===== src/rtl/dmem_arbiter.sv =====
// dmem_arbiter: lets the pipeline MEM stage (CPU port) and a debug/DMA loader
// (DBG port) share one data-memory port. The memory has variable latency and
// uses a req/ack handshake. The pipeline is stalled while a CPU access is
// outstanding, and the number of stalled cycles is counted.
//
// Ports:
//   clk_i, rst_i                      clock, asynchronous active-low reset
//   cpu_req_i/we/addr/wdata           CPU access, held until the done cycle
//   cpu_rdata_o, stall_o              CPU read data (registered), stall request
//   dbg_valid_i/we/addr/wdata         debug access, held until dbg_ready_o
//   dbg_ready_o, dbg_rdata_o          one-cycle completion pulse, debug read data
//   mem_req_o/we/addr/wdata           memory request (level) and latched command
//   mem_rdata_i, mem_ack_i            memory read data and single-cycle ack
//   err_o                             sticky timeout flag
//   stall_cnt_o                       saturating count of stalled cycles
module dmem_arbiter #(
    parameter int unsigned ADDR_W  = 32,
    parameter int unsigned DATA_W  = 32,
    parameter int unsigned TIMEOUT = 16,
    parameter int unsigned CNT_W   = 32
) (
    input  logic              clk_i,
    input  logic              rst_i,
    input  logic              cpu_req_i,
    input  logic              cpu_we_i,
    input  logic [ADDR_W-1:0] cpu_addr_i,
    input  logic [DATA_W-1:0] cpu_wdata_i,
    output logic [DATA_W-1:0] cpu_rdata_o,
    output logic              stall_o,
    input  logic              dbg_valid_i,
    input  logic              dbg_we_i,
    input  logic [ADDR_W-1:0] dbg_addr_i,
    input  logic [DATA_W-1:0] dbg_wdata_i,
    output logic              dbg_ready_o,
    output logic [DATA_W-1:0] dbg_rdata_o,
    output logic              mem_req_o,
    output logic              mem_we_o,
    output logic [ADDR_W-1:0] mem_addr_o,
    output logic [DATA_W-1:0] mem_wdata_o,
    input  logic [DATA_W-1:0] mem_rdata_i,
    input  logic              mem_ack_i,
    output logic              err_o,
    output logic [CNT_W-1:0]  stall_cnt_o
);

    // The timeout counter only has to count 0 .. TIMEOUT-1.
    localparam int unsigned TmoW = (TIMEOUT > 1) ? $clog2(TIMEOUT) : 1;

    typedef enum logic [1:0] {StIdle, StBusyCpu, StBusyDbg} state_e;

    state_e            state_q;
    logic              last_dbg_q;   // 1: DBG was granted last, so CPU wins a tie
    logic [TmoW-1:0]   tmo_q;
    logic              cpu_done_q;
    logic              dbg_ready_q;
    logic [DATA_W-1:0] cpu_rdata_q;
    logic [DATA_W-1:0] dbg_rdata_q;
    logic              mem_req_q;
    logic              mem_we_q;
    logic [ADDR_W-1:0] mem_addr_q;
    logic [DATA_W-1:0] mem_wdata_q;
    logic              err_q;
    logic [CNT_W-1:0]  stall_cnt_q;

    logic cpu_elig;
    logic dbg_elig;
    logic idle_free;
    logic grant_cpu;
    logic grant_dbg;
    logic tmo_hit;
    logic finish;

    always_comb begin
        cpu_elig  = cpu_req_i & ~cpu_done_q;
        dbg_elig  = dbg_valid_i & ~dbg_ready_q;
        // A done cycle never starts a new transaction, whichever port finished.
        idle_free = ~cpu_done_q & ~dbg_ready_q;
        grant_cpu = cpu_elig & (~dbg_elig | last_dbg_q);
        grant_dbg = dbg_elig & (~cpu_elig | ~last_dbg_q);
        tmo_hit   = (tmo_q == TmoW'(TIMEOUT - 1));
        finish    = mem_ack_i | tmo_hit;
    end

    // Gated by reset so every output reads 0 while the block is held in reset.
    assign stall_o = rst_i & cpu_req_i & ~cpu_done_q;

    always_ff @(posedge clk_i or negedge rst_i) begin
        if (!rst_i) begin
            state_q     <= StIdle;
            last_dbg_q  <= 1'b1;
            tmo_q       <= '0;
            cpu_done_q  <= 1'b0;
            dbg_ready_q <= 1'b0;
            cpu_rdata_q <= '0;
            dbg_rdata_q <= '0;
            mem_req_q   <= 1'b0;
            mem_we_q    <= 1'b0;
            mem_addr_q  <= '0;
            mem_wdata_q <= '0;
            err_q       <= 1'b0;
            stall_cnt_q <= '0;
        end else begin
            cpu_done_q  <= 1'b0;
            dbg_ready_q <= 1'b0;

            if (stall_o && (stall_cnt_q != '1)) begin
                stall_cnt_q <= stall_cnt_q + CNT_W'(1);
            end

            unique case (state_q)
                StIdle: begin
                    if (idle_free && (grant_cpu || grant_dbg)) begin
                        mem_req_q   <= 1'b1;
                        mem_we_q    <= grant_cpu ? cpu_we_i    : dbg_we_i;
                        mem_addr_q  <= grant_cpu ? cpu_addr_i  : dbg_addr_i;
                        mem_wdata_q <= grant_cpu ? cpu_wdata_i : dbg_wdata_i;
                        last_dbg_q  <= grant_dbg;
                        tmo_q       <= '0;
                        state_q     <= grant_cpu ? StBusyCpu : StBusyDbg;
                    end
                end
                StBusyCpu, StBusyDbg: begin
                    if (finish) begin
                        mem_req_q <= 1'b0;
                        tmo_q     <= '0;
                        state_q   <= StIdle;
                        // An ack in the last allowed cycle still counts as an ack.
                        if (!mem_ack_i) begin
                            err_q <= 1'b1;
                        end
                        if (state_q == StBusyCpu) begin
                            cpu_done_q <= 1'b1;
                            if (!mem_ack_i) begin
                                cpu_rdata_q <= '0;
                            end else if (!mem_we_q) begin
                                cpu_rdata_q <= mem_rdata_i;
                            end
                        end else begin
                            dbg_ready_q <= 1'b1;
                            if (!mem_ack_i) begin
                                dbg_rdata_q <= '0;
                            end else if (!mem_we_q) begin
                                dbg_rdata_q <= mem_rdata_i;
                            end
                        end
                    end else begin
                        tmo_q <= tmo_q + TmoW'(1);
                    end
                end
                default: state_q <= StIdle;
            endcase
        end
    end

    assign cpu_rdata_o = cpu_rdata_q;
    assign dbg_ready_o = dbg_ready_q;
    assign dbg_rdata_o = dbg_rdata_q;
    assign mem_req_o   = mem_req_q;
    assign mem_we_o    = mem_we_q;
    assign mem_addr_o  = mem_addr_q;
    assign mem_wdata_o = mem_wdata_q;
    assign err_o       = err_q;
    assign stall_cnt_o = stall_cnt_q;

endmodule


===== config.mk =====
export PLATFORM = sky130hd
export DESIGN_NAME = dmem_arbiter
export DESIGN_NICKNAME = d
export VERILOG_FILES = /design/src/rtl/dmem_arbiter.sv
export SDC_FILE = /design/constraint.sdc
export NUM_CORES = 1
export LEC_CHECK = 0
export CAP_MARGIN = 20
export CORE_ASPECT_RATIO = 1.75
export CORE_UTILIZATION = 45
export CTS_BUF_LIST = sky130_fd_sc_hd__clkbuf_8
export DETAILED_ROUTE_END_ITERATION = 8
export DONT_BUFFER_PORTS = 1
export PLACE_DENSITY = 0.57
export SLEW_MARGIN = 10
export SYNTH_ARGS = -nofsm -noshare
export SYNTH_HDL_FRONTEND = slang
export SYNTH_SLANG_ARGS = --single-unit

===== constraint.sdc =====
create_clock -name clk_i -period 2.1 [get_ports clk_i]
set_input_delay 0.21 -clock clk_i [delete_from_list [all_inputs] [get_ports clk_i]]
set_output_delay 0.21 -clock clk_i [all_outputs]
set_load 0.02 [all_outputs]

==> impl_results.md <==
* Crit-path cells: nor2_1, a21oi_4, buf_12, clkbuf_16, mux2i_1, dlygate4sd3_1, o21ai_0
* Avg Synthesized Cell Area at 10.3 um^2
* Initial antenna violation count at 2
* Worst-Skew Late Latency at 0.44 ns
* Main area contributors after synthesis: dfrtp_1 (58%), nand2_1 (9.3%), mux2i_1 (9.0%)
* Area Overhead vs Synth at 34.0%
* Number of synthesized flops with an enable pin at 0
* Peak supply drop at 0.000691 V
* Layout Nets at 1,072
* Worst EP required at 2.40 ns
* Hold WS at -0.549 ns
* Worst min path class: input pin to asynchronous set/reset pin
* Cell family with most CP delay: buffers and inverters
* Count of input and output buffers at 0
* Pwr Total at 13.1 mW
* PwrDens at 1310 nW/um^2
* Register bit count reported by yosys at 172
* Core box area at 16,000 um^2
* Max_cap viols at 0
* Fin area at 9950 um^2
* Average wire per standard cell at 19.0 um
* CTS tree: yes
* Crit Path Category: flop to flop
* # setup viols final at 0
* Root buffer cell: clkbuf_8
* First-pass GRT wire length at 30,700 um
* DR vias at 5,996
* Static Leak at 4.54 nW
* Largest net degree at the start of global routing at 174
* Commonest non-fill, non-tap cells in the layout: nand2_1 (182), dfrtp_1 (171), dlygate4sd3_1 (156)
* Number of remaining DRC errors at 0
* Clk buf depth at 2
* Die X at 99.1 um
* Top_reg_cell synth: dfrtp_1
* Final Max Slew Viols at 0
* Die Y at 172 um
* Clk_skew at 0.0186 ns
* Post-synth cell types at 40
* H-tree Lvls at 4
* Row count at 61
* Max frequency at 485 MHz
* Commonest non-fill, non-tap cell in the layout: nand2_1
* Num CTS Buffers at 17
* Die area at 17,000 um^2
* # hold bufs at CTS at 157
* CP Buf/Inv Count at 3
* Avg Vias per Cell at 5.42
* Post-DP HPWL at 12,700 um
* IO Count at 332
* Share of cells above drive strength 1 at 10.3%
* Failing checks: hold timing
* Dpl cell area at 7850 um^2
* Slowest CP cell: dlygate4sd3_1
* Critical-path maximum fanout at 14
* Slew headroom at 63.7%
* Initial DRC Count at 212
* Async S/R FF share, synth at 100%
* Core Util, Final at 62.1%
* Sequential area share after synthesis at 58.0%
* Fin crit share at 98.2%
* CTS Sinks at 172
* Tmin final at 2.06 ns
* Outcome: complete, but fails checks
* Drt pass-1 iters at 4
* Worst-path clk slew at 0.10 ns
* Routed wire length at 21,000 um
* Routed Antenna Nets at 0
* Syn Nets at 890
* Top cell type's share of synthesized area at 57.6%
* Syn. warnings at 0
* Final Hold Violating Endpoints at 172
* Cell taking the most area after synthesis: dfrtp_1
* GP Congestion at 0.855
* Cell area after synthesis at 7430 um^2
* Actual slew at the worst max-slew pin at 0.543 ns
* GRT Overall Usage at 23.4%
* CP peak stage delay at 0.58 ns
* Vias in the first global route at 6,094
* Synth Instances at 719
* Crit path DAT at 2.36 ns
* Gr ovfl total at 0
* Initial core utilization at 46.3%
* Nature of the critical path endpoint: flop
* Critical Path Source Type: flop
final cells by class:
type	count	area, um^2
repair buffers	202	2060
inverters	7	26.3
clock buffers	17	234
well taps	189	236
clock inverters	15	130
diodes	3	7.51
flip-flops and latches	172	4310
fillers	1268	6080
multi-input cells	501	2950
cells by family after synthesis:
logic type	synth area share, %
simple gates	15.2
flops	58.0
compound gates	10.7
mux	9.33
buf+inv	2.61
xor+xnor	3.42
fa+ha+maj	0.674
cell usage after synthesis (all sizes together) (2+ instances only):
cell type	instances
xor2	7
nor3	4
and4	6
buf	9
mux2	2
and3	6
o31ai	3
o21ai	134
nand4	12
mux2i	67
xnor2	22
and2	2
nand2b	4
nand2	184
dfrtp	171
inv	7
ha	4
a21oi	2
clkbuf	30
a31oi	4
nor2	13
nand3	13
nand3b	2
registers in the layout, indices dropped and copies added (netlist names):
| register | flops |
|---|---|
| cpu_rdata_o | 32 |
| dbg_rdata_o | 32 |
| mem_addr_o | 32 |
| mem_wdata_o | 32 |
| stall_cnt_o | 32 |
| tmo_q | 4 |
| state_q | 2 |
| cpu_done_q | 1 |
| dbg_ready_o | 1 |
| err_o | 1 |
| last_dbg_q | 1 |
| mem_req_o | 1 |
| mem_we_o | 1 |
through the flow:
stage	setup TNS, ns	worst slack (ns)	std cells
3_3_place_gp	0	0.322	905
4_1_cts	0	0.0502	1094
2_1_floorplan	0	0.265	719
6_report	0	0.0384	1106
5_1_grt	-0.103	-0.0201	1105
3_5_place_dp	0	0.274	905
report_power, final:
group / switching [mW] / internal, mW / total, mW
Combinational: 2.01 / 1.57 / 3.58
Clock: 1.31 / 0.867 / 2.18
Sequential: 2.65 / 4.66 / 7.31
routing by layer:
layer  up-vias  GRT usage, %  share of wire (%)
met1      2848          24.5                 36
li1       2811             -                  -
met4         0          13.0                4.3
met2       282          41.7                 52
met5         -             0                  0
met3        55          7.03                6.9
repair_timing:
item | 4_1_cts | 5_1_grt
endpoints found under the setup margin | 0 | 26
hold endpoints to repair | 299 | 172
resized for setup | 0 | 1
buffers inserted | 0 | 5
final timing paths:
kind | startpoint | to | slack, ns | cells past startpoint
worst max-delay path | last_dbg_q | mem_wdata_o[28] | 0.04 | 7
worst min-delay path | rst_i | dbg_rdata_o[12] | -0.55 | 0
worst max register to register | last_dbg_q | mem_wdata_o[28] | 0.04 | 7
worst min register to register | state_q[1] | state_q[1] | 0.51 | 2
max in group asynchronous | rst_i | last_dbg_q | 2.39 | 0
min in group clk_i | dbg_addr_i[30] | mem_addr_o[30] | 0.02 | 2
Power figures use the tool's default switching activity.
